--- src/rtl/msrv32_store_buffer.sv ---
// Posted-write buffer: queues store-unit writes and drains them as single AHB-lite write transfers.
// Optional feature macro SB_LOAD_HAZARD_EN enables the queued-store load hazard check.
module msrv32_store_buffer #(
  parameter int DEPTH = 4,
  parameter int AW    = 2
) (
  input  logic        ms_riscv32_mp_clk_in,
  input  logic        ms_riscv32_mp_rst_in,
  input  logic        st_req_in,
  input  logic [31:0] st_addr_in,
  input  logic [31:0] st_data_in,
  input  logic [3:0]  st_mask_in,
  output logic        st_stall_out,
  output logic        sb_empty_out,
  output logic        sb_err_out,
  output logic [31:0] ahb_haddr_out,
  output logic [1:0]  ahb_htrans_out,
  output logic        ahb_hwrite_out,
  output logic [2:0]  ahb_hsize_out,
  output logic [31:0] ahb_hwdata_out,
  output logic [3:0]  ahb_hwstrb_out,
  input  logic        ahb_hready_in,
  input  logic        ahb_hresp_in,
  input  logic [31:0] ld_addr_in,
  output logic        ld_hazard_out
);

  typedef enum logic [1:0] {S_IDLE, S_ADDR, S_DATA} state_t;

  state_t      state_q, state_d;
  logic [AW:0] wr_ptr_q, wr_ptr_d, rd_ptr_q, rd_ptr_d;
  logic [29:0] addr_mem_q [DEPTH];
  logic [29:0] addr_mem_d [DEPTH];
  logic [31:0] data_mem_q [DEPTH];
  logic [31:0] data_mem_d [DEPTH];
  logic [3:0]  mask_mem_q [DEPTH];
  logic [3:0]  mask_mem_d [DEPTH];

  logic [31:0] haddr_q, haddr_d;
  logic [1:0]  htrans_q, htrans_d;
  logic        hwrite_q, hwrite_d;
  logic [2:0]  hsize_q, hsize_d;
  logic [31:0] hwdata_q, hwdata_d;
  logic [3:0]  hwstrb_q, hwstrb_d;
  logic        sb_err_q, sb_err_d;

  logic          full, empty, push, pop;
  logic [AW:0]   count;
  logic [AW-1:0] head_idx, next_idx;
  logic          unused_ok;

  assign full     = (wr_ptr_q[AW] != rd_ptr_q[AW]) && (wr_ptr_q[AW-1:0] == rd_ptr_q[AW-1:0]);
  assign empty    = (wr_ptr_q == rd_ptr_q);
  assign count    = wr_ptr_q - rd_ptr_q;
  assign push     = st_req_in && !full && (st_mask_in != 4'b0000);
  assign pop      = (state_q == S_DATA) && ahb_hready_in;
  assign head_idx = rd_ptr_q[AW-1:0];
  assign next_idx = head_idx + 1'b1;
  assign unused_ok = ^{ld_addr_in, st_addr_in[1:0]};

  function automatic logic [1:0] low_lane(input logic [3:0] m);
    if (m[0])      return 2'd0;
    else if (m[1]) return 2'd1;
    else if (m[2]) return 2'd2;
    else           return 2'd3;
  endfunction

  function automatic logic [2:0] size_of(input logic [3:0] m);
    logic [2:0] n;
    n = 3'(m[0]) + 3'(m[1]) + 3'(m[2]) + 3'(m[3]);
    case (n)
      3'd1:    return 3'b000;
      3'd2:    return 3'b001;
      default: return 3'b010;
    endcase
  endfunction

  always_comb begin
    state_d    = state_q;
    wr_ptr_d   = wr_ptr_q;
    rd_ptr_d   = rd_ptr_q;
    addr_mem_d = addr_mem_q;
    data_mem_d = data_mem_q;
    mask_mem_d = mask_mem_q;
    haddr_d    = haddr_q;
    htrans_d   = htrans_q;
    hwrite_d   = hwrite_q;
    hsize_d    = hsize_q;
    hwdata_d   = hwdata_q;
    hwstrb_d   = hwstrb_q;
    sb_err_d   = sb_err_q;

    if (push) begin
      addr_mem_d[wr_ptr_q[AW-1:0]] = st_addr_in[31:2];
      data_mem_d[wr_ptr_q[AW-1:0]] = st_data_in;
      mask_mem_d[wr_ptr_q[AW-1:0]] = st_mask_in;
      wr_ptr_d = wr_ptr_q + 1'b1;
    end
    if (pop) rd_ptr_d = rd_ptr_q + 1'b1;

    // Address-phase outputs are registered on entry to ADDR from whichever entry will be the head.
    case (state_q)
      S_IDLE: begin
        htrans_d = 2'b00;
        hwrite_d = 1'b0;
        if (!empty) begin
          state_d  = S_ADDR;
          haddr_d  = {addr_mem_q[head_idx], low_lane(mask_mem_q[head_idx])};
          hsize_d  = size_of(mask_mem_q[head_idx]);
          htrans_d = 2'b10;
          hwrite_d = 1'b1;
        end
      end
      S_ADDR: begin
        if (ahb_hready_in) begin
          state_d  = S_DATA;
          htrans_d = 2'b00;
          hwrite_d = 1'b0;
          hwdata_d = data_mem_q[head_idx];
          hwstrb_d = mask_mem_q[head_idx];
        end
      end
      S_DATA: begin
        if (ahb_hready_in) begin
          if (ahb_hresp_in) sb_err_d = 1'b1;
          if (count > (AW+1)'(1)) begin
            state_d  = S_ADDR;
            haddr_d  = {addr_mem_q[next_idx], low_lane(mask_mem_q[next_idx])};
            hsize_d  = size_of(mask_mem_q[next_idx]);
            htrans_d = 2'b10;
            hwrite_d = 1'b1;
          end else begin
            state_d = S_IDLE;
          end
        end
      end
      default: state_d = S_IDLE;
    endcase
  end

  always_ff @(posedge ms_riscv32_mp_clk_in) begin
    if (ms_riscv32_mp_rst_in) begin
      state_q  <= S_IDLE;
      wr_ptr_q <= '0;
      rd_ptr_q <= '0;
      for (int i = 0; i < DEPTH; i++) begin
        addr_mem_q[i] <= '0;
        data_mem_q[i] <= '0;
        mask_mem_q[i] <= '0;
      end
      haddr_q  <= '0;
      htrans_q <= '0;
      hwrite_q <= 1'b0;
      hsize_q  <= '0;
      hwdata_q <= '0;
      hwstrb_q <= '0;
      sb_err_q <= 1'b0;
    end else begin
      state_q    <= state_d;
      wr_ptr_q   <= wr_ptr_d;
      rd_ptr_q   <= rd_ptr_d;
      addr_mem_q <= addr_mem_d;
      data_mem_q <= data_mem_d;
      mask_mem_q <= mask_mem_d;
      haddr_q    <= haddr_d;
      htrans_q   <= htrans_d;
      hwrite_q   <= hwrite_d;
      hsize_q    <= hsize_d;
      hwdata_q   <= hwdata_d;
      hwstrb_q   <= hwstrb_d;
      sb_err_q   <= sb_err_d;
    end
  end

  assign st_stall_out   = full;
  assign sb_empty_out   = empty && (state_q == S_IDLE);
  assign sb_err_out     = sb_err_q;
  assign ahb_haddr_out  = haddr_q;
  assign ahb_htrans_out = htrans_q;
  assign ahb_hwrite_out = hwrite_q;
  assign ahb_hsize_out  = hsize_q;
  assign ahb_hwdata_out = hwdata_q;
  assign ahb_hwstrb_out = hwstrb_q;

`ifdef SB_LOAD_HAZARD_EN
  logic [AW-1:0] off;
  // An entry is valid while its distance from the head is below the occupancy, in-flight head included.
  always_comb begin
    ld_hazard_out = 1'b0;
    off = '0;
    for (int i = 0; i < DEPTH; i++) begin
      off = AW'(i) - head_idx;
      if (({1'b0, off} < count) && (addr_mem_q[i] == ld_addr_in[31:2])) ld_hazard_out = 1'b1;
    end
  end
`else
  assign ld_hazard_out = 1'b0;
`endif

endmodule

--- config.mk ---
export PLATFORM = sky130hd
export DESIGN_NAME = msrv32_store_buffer
export DESIGN_NICKNAME = d
export VERILOG_FILES = /design/src/rtl/msrv32_store_buffer.sv
export SDC_FILE = /design/constraint.sdc
export NUM_CORES = 1
export LEC_CHECK = 0
export CORE_UTILIZATION = 45
export CTS_BUF_LIST = sky130_fd_sc_hd__clkbuf_4
export CTS_CLUSTER_SIZE = 8
export DETAILED_ROUTE_END_ITERATION = 10
export GPL_ROUTABILITY_DRIVEN = 0
export PLACE_DENSITY = 0.81
export SLEW_MARGIN = 20
export SYNTH_ARGS = -nofsm -noshare
export SYNTH_HDL_FRONTEND = slang
export SYNTH_SLANG_ARGS = --single-unit
export TNS_END_PERCENT = 1
--- constraint.sdc ---
create_clock -name ms_riscv32_mp_clk_in -period 3.05 [get_ports ms_riscv32_mp_clk_in]
set_input_delay 0.4575 -clock ms_riscv32_mp_clk_in [delete_from_list [all_inputs] [get_ports ms_riscv32_mp_clk_in]]
set_output_delay 0.4575 -clock ms_riscv32_mp_clk_in [all_outputs]
set_load 0.005 [all_outputs]
==> metrics.md, run 1 <==
| Metric | Value |
|---|---|
| Gr ovfl total | 0 |
| DR vias | 13,300 |
| Crit-path leading delay family | adder cells |
| Final period util | 96.8% |
| FF+latch count, synth | 344 |
| 1st-iter DRT viols | 1,130 |
| Num ports | 183 |
| Type of the tightest min-delay check | in -> reg |
| Worst-Skew Late Latency | 0.75 ns |
| Die Span Y | 186 um |
| Die width | 186 um |
| Largest area contributor in the netlist | dfxtp_1 |
| Switching share of power | 30.1% |
| Setup WS pre-CTS | 0.188 ns |
| HPWL Detailed | 25,700 um |
| Core Rows | 67 |
| R2r worst-path depth | 9 |
| Antenna-violating nets left | 0 |
| Tmin final | 2.95 ns |
| Synth area leaders | dfxtp_1 (45%), nand2_1 (16%), mux4_2 (15%) |
| All-layer global routing usage | 25.0% |
| Setup TNS | 0 ns |
| Netlist Area Pre-Place | 0.0153 sq mm |
| Initial antenna violation count | 6 |
| Initial core utilization | 45.7% |
| Req. time, crit path | 3.70 ns |
| Synth-to-layout area growth | 19.7% |
| Logic pwr share | 22.3% |
| Clock power frac | 33.6% |
| Fin nets | 1,981 |
| Post-placement cell area | 0.0172 sq mm |
| Hold-fix buffers, CTS | 0 |
| Clock sink count | 344 |
| # DRC | 0 |
| # placed instances | 2,212 |
| PwrDens | 633 mW/mm^2 |
| Critical-path cell list | ha_2 -> mux4_2 -> fa_1 -> ha_1 -> ha_1 -> xnor2_1 -> o32a_1 -> o21ai_0 -> a21oi_1 |
| CP peak stage delay | 0.54 ns |
| Register clock-pin slew on the reported worst setup and hold paths | 0.06 ns |
| RSZ-0062 raised after global routing | yes |
| Crit. End Element | flip-flop |
| Wire per inst | 18.0 um |
| Synth unique cells | 37 |
| Largest net degree at the start of global routing | 113 |
| Max Freq | 339 MHz |
| PnR worst setup slack | 0.0988 ns |
| Die area | 0.0347 sq mm |
| Hold path cells | 2 |
| Post-Layout Cell Count | 2,367 |
| Sw Pwr | 3.48 mW |
| Slowest-stage cell, CP | dfxtp_4 |
| R2R Setup Slk | 0.1 ns |
| Max IR drop VDD | 294 uV |
| Port bufs | 145 |
| Layout Skew | 0.0459 ns |
| Levels on crit path | 9 |
| Post-synthesis sequential area ratio | 45.1% |
| Final setup violation count | 0 |
| Startpoint types | flip-flop |
| Status | finished, final reports clean |
| Top cell by count, worst path | ha_1 |
| Top cell type's share of synthesized area | 45.1% |
| Core area | 0.0334 sq mm |
| Reg power frac | 44.1% |
| Post-CTS Setup Inserts | 0 |
| Mean Syn Cell Area | 8.85 sq um |
| Synthesis Warnings | 0 |
| CTS tree | done |
| Clock buffer count from CTS | 88 |
| Rel. slew slack | 43.6% |
| Clk root buf | clkbuf_4 |
| TritonRoute pass-1 iters | 6 |
| Total length of routed wires | 42,500 um |
| Pins Over Slew Limit | 0 |
| Max FO, Critical Path | 15 |
| P_leak | 6.09 nW |
| Crit path DAT | 3.60 ns |
| MaxCap Viol Count | 0 |
| Critical path type | reg -> reg |
| Worst slew pin tran | 0.846 ns |
| Bufs on Longest Clock Path | 3 |
| Internal | 8.09 mW |
| Final Hold Fails | 0 |
| Buf+Inv Stages, Crit Path | 0 |
| Hold WS | 0.229 ns |
| Layout cells sized above 1 | 17.1% |
| Post-Syn Instances | 1,725 |
| Design area | 0.0183 sq mm |
| H-Tree Depth | 3 |
| First-pass GRT wire length | 67,800 um |
| DR vias/cell | 5.61 |
| Vias in the first global route | 13,300 |
## flip-flops by register name, indices dropped and copies added, names as in the netlist, 3 cells and up
name            count
wr_ptr_q            3
ahb_hwdata_out     32
data_mem_q        128
ahb_hwstrb_out      4
ahb_haddr_out      32
rd_ptr_q            3
addr_mem_q        120
mask_mem_q         16
## placed cells by master (no fill, tap or decap), drive strengths merged, types with 2 or more instances in the layout
cell type,instances
o211a,4
mux2i,5
xnor2,6
a311oi,32
a21oi,304
nor3,34
clkinv,13
a211o,4
o211ai,4
mux4,100
clkinvlp,2
diode,5
nand2b,2
nor2,12
buf,43
fa,3
dfxtp,344
clkdlybuf4s50,144
and2,2
inv,18
nand2,664
xor2,2
conb,3
clkbuf,132
a211oi,2
o21ai,5
ha,19
## power groups by stage
| stage | Combinational, mW | Sequential [mW] | Clock (mW) |
|---|---|---|---|
| 2_1_floorplan | 1.57 | 5.12 | 0 |
| 3_3_place_gp | 2.50 | 5.17 | 0 |
| 3_5_place_dp | 2.57 | 5.20 | 0 |
| 4_1_cts | 2.58 | 5.10 | 3.97 |
| 5_1_grt | 2.80 | 5.14 | 4.22 |
| 6_report | 2.58 | 5.10 | 3.89 |
## cell type report
cell class	count	area [sq um]
fillers	2932	15200
multi-input cells	1217	7710
flip-flops and latches	344	6890
repair buffers	187	1950
clock buffers	132	991
well taps	448	561
clock inverters	18	104
inverters	16	60.1
diodes	5	12.5
## metrics by stage
stage | power, mW | util [%]
floorplan | 6.68 | -
global placement | 7.67 | 51.3
detailed placement | 7.76 | 51.3
CTS | 11.6 | 54.6
global route | 12.1 | 54.7
finish | 11.6 | 54.7
## worst register-to-register path, delay by kind of cell (launching register included)
family | cells | cell delay [ns]
flip-flops | 1 | 0.54
AO/OA/AOI/OAI | 3 | 0.37
XOR/XNOR | 1 | 0.19
multiplexers | 1 | 0.36
adder cells (fa/ha/maj) | 4 | 1.41
## final timing paths
path / startpoint / endpoint
max: rd_ptr_q[0]$_SDFFE_PP0P_ / ahb_hsize_out[1]$_SDFFE_PP0P_
min: ms_riscv32_mp_rst_in / sb_err_out$_SDFFE_PP0P_
max reg2reg: rd_ptr_q[0]$_SDFFE_PP0P_ / ahb_hsize_out[1]$_SDFFE_PP0P_
min reg2reg: data_mem_q[96]$_SDFFE_PP0P_ / data_mem_q[96]$_SDFFE_PP0P_
## routing by layer
layer / global-route usage (%) / up-vias / wire length (um)
met1: 30.0 / 6406 / 16600
met5: 0 / - / 38
met2: 42.3 / 569 / 21100
met3: 6.29 / 103 / 3720
met4: 11.5 / 6 / 1100
li1: - / 6190 / -
## timing repair
item | in CTS | in global routing
endpoints found under the hold margin | 0 | 0
resized for setup | 0 | 3
endpoints found under the setup margin | 0 | 2
## kinds of logic (layout without fill, tap and decap cells)
logic type	count (synthesis)	count (layout)	synth area share, %
buffers and inverters	166	353	4.88
xor gates and xnor gates	9	9	0.614
AOI/OAI and AO/OA	360	360	14.3
adders and majority gates	22	22	1.95
DFF	344	344	45.1
muxes	105	105	15.1
and+or+nand+nor	718	718	18.1
other	1	8	0.0246
## synth_stat cells
master and count:
mux4_2 100, a31oi_1 1, a311oi_1 3, buf_6 6
o221a_1 1, clkbuf_1 87, nor3_1 34, buf_2 50
o22ai_1 1, nand2b_1 2, a311oi_2 29, a211oi_2 2
buf_4 4, conb_1 1, and2_1 2, mux2i_1 5
nand3_1 1, or2_1 1, o211ai_1 4, or3b_2 1
buf_1 3, inv_1 16, xor3_1 1, dfxtp_1 344
fa_1 3, o211a_1 4, nor2_1 12, o21ai_0 5
xnor2_1 6, nor4b_1 1, a21oi_1 304, o41a_1 1
nand2_1 664, o32a_1 1, a211o_1 4, xor2_1 2
ha_1 19
(Power assumes the default switching activity.)
==> run 2: changes to the inputs <==
--- a/config.mk
+++ b/config.mk
@@ -10,6 +10,7 @@
 export CTS_CLUSTER_SIZE = 8
 export DETAILED_ROUTE_END_ITERATION = 10
 export GPL_ROUTABILITY_DRIVEN = 0
+export HOLD_SLACK_MARGIN = 0.12
 export PLACE_DENSITY = 0.81
 export SLEW_MARGIN = 20
 export SYNTH_ARGS = -nofsm -noshare
==> results of run 2 <==
No change in the layout: final DEF, timing and power equal those of run 1.
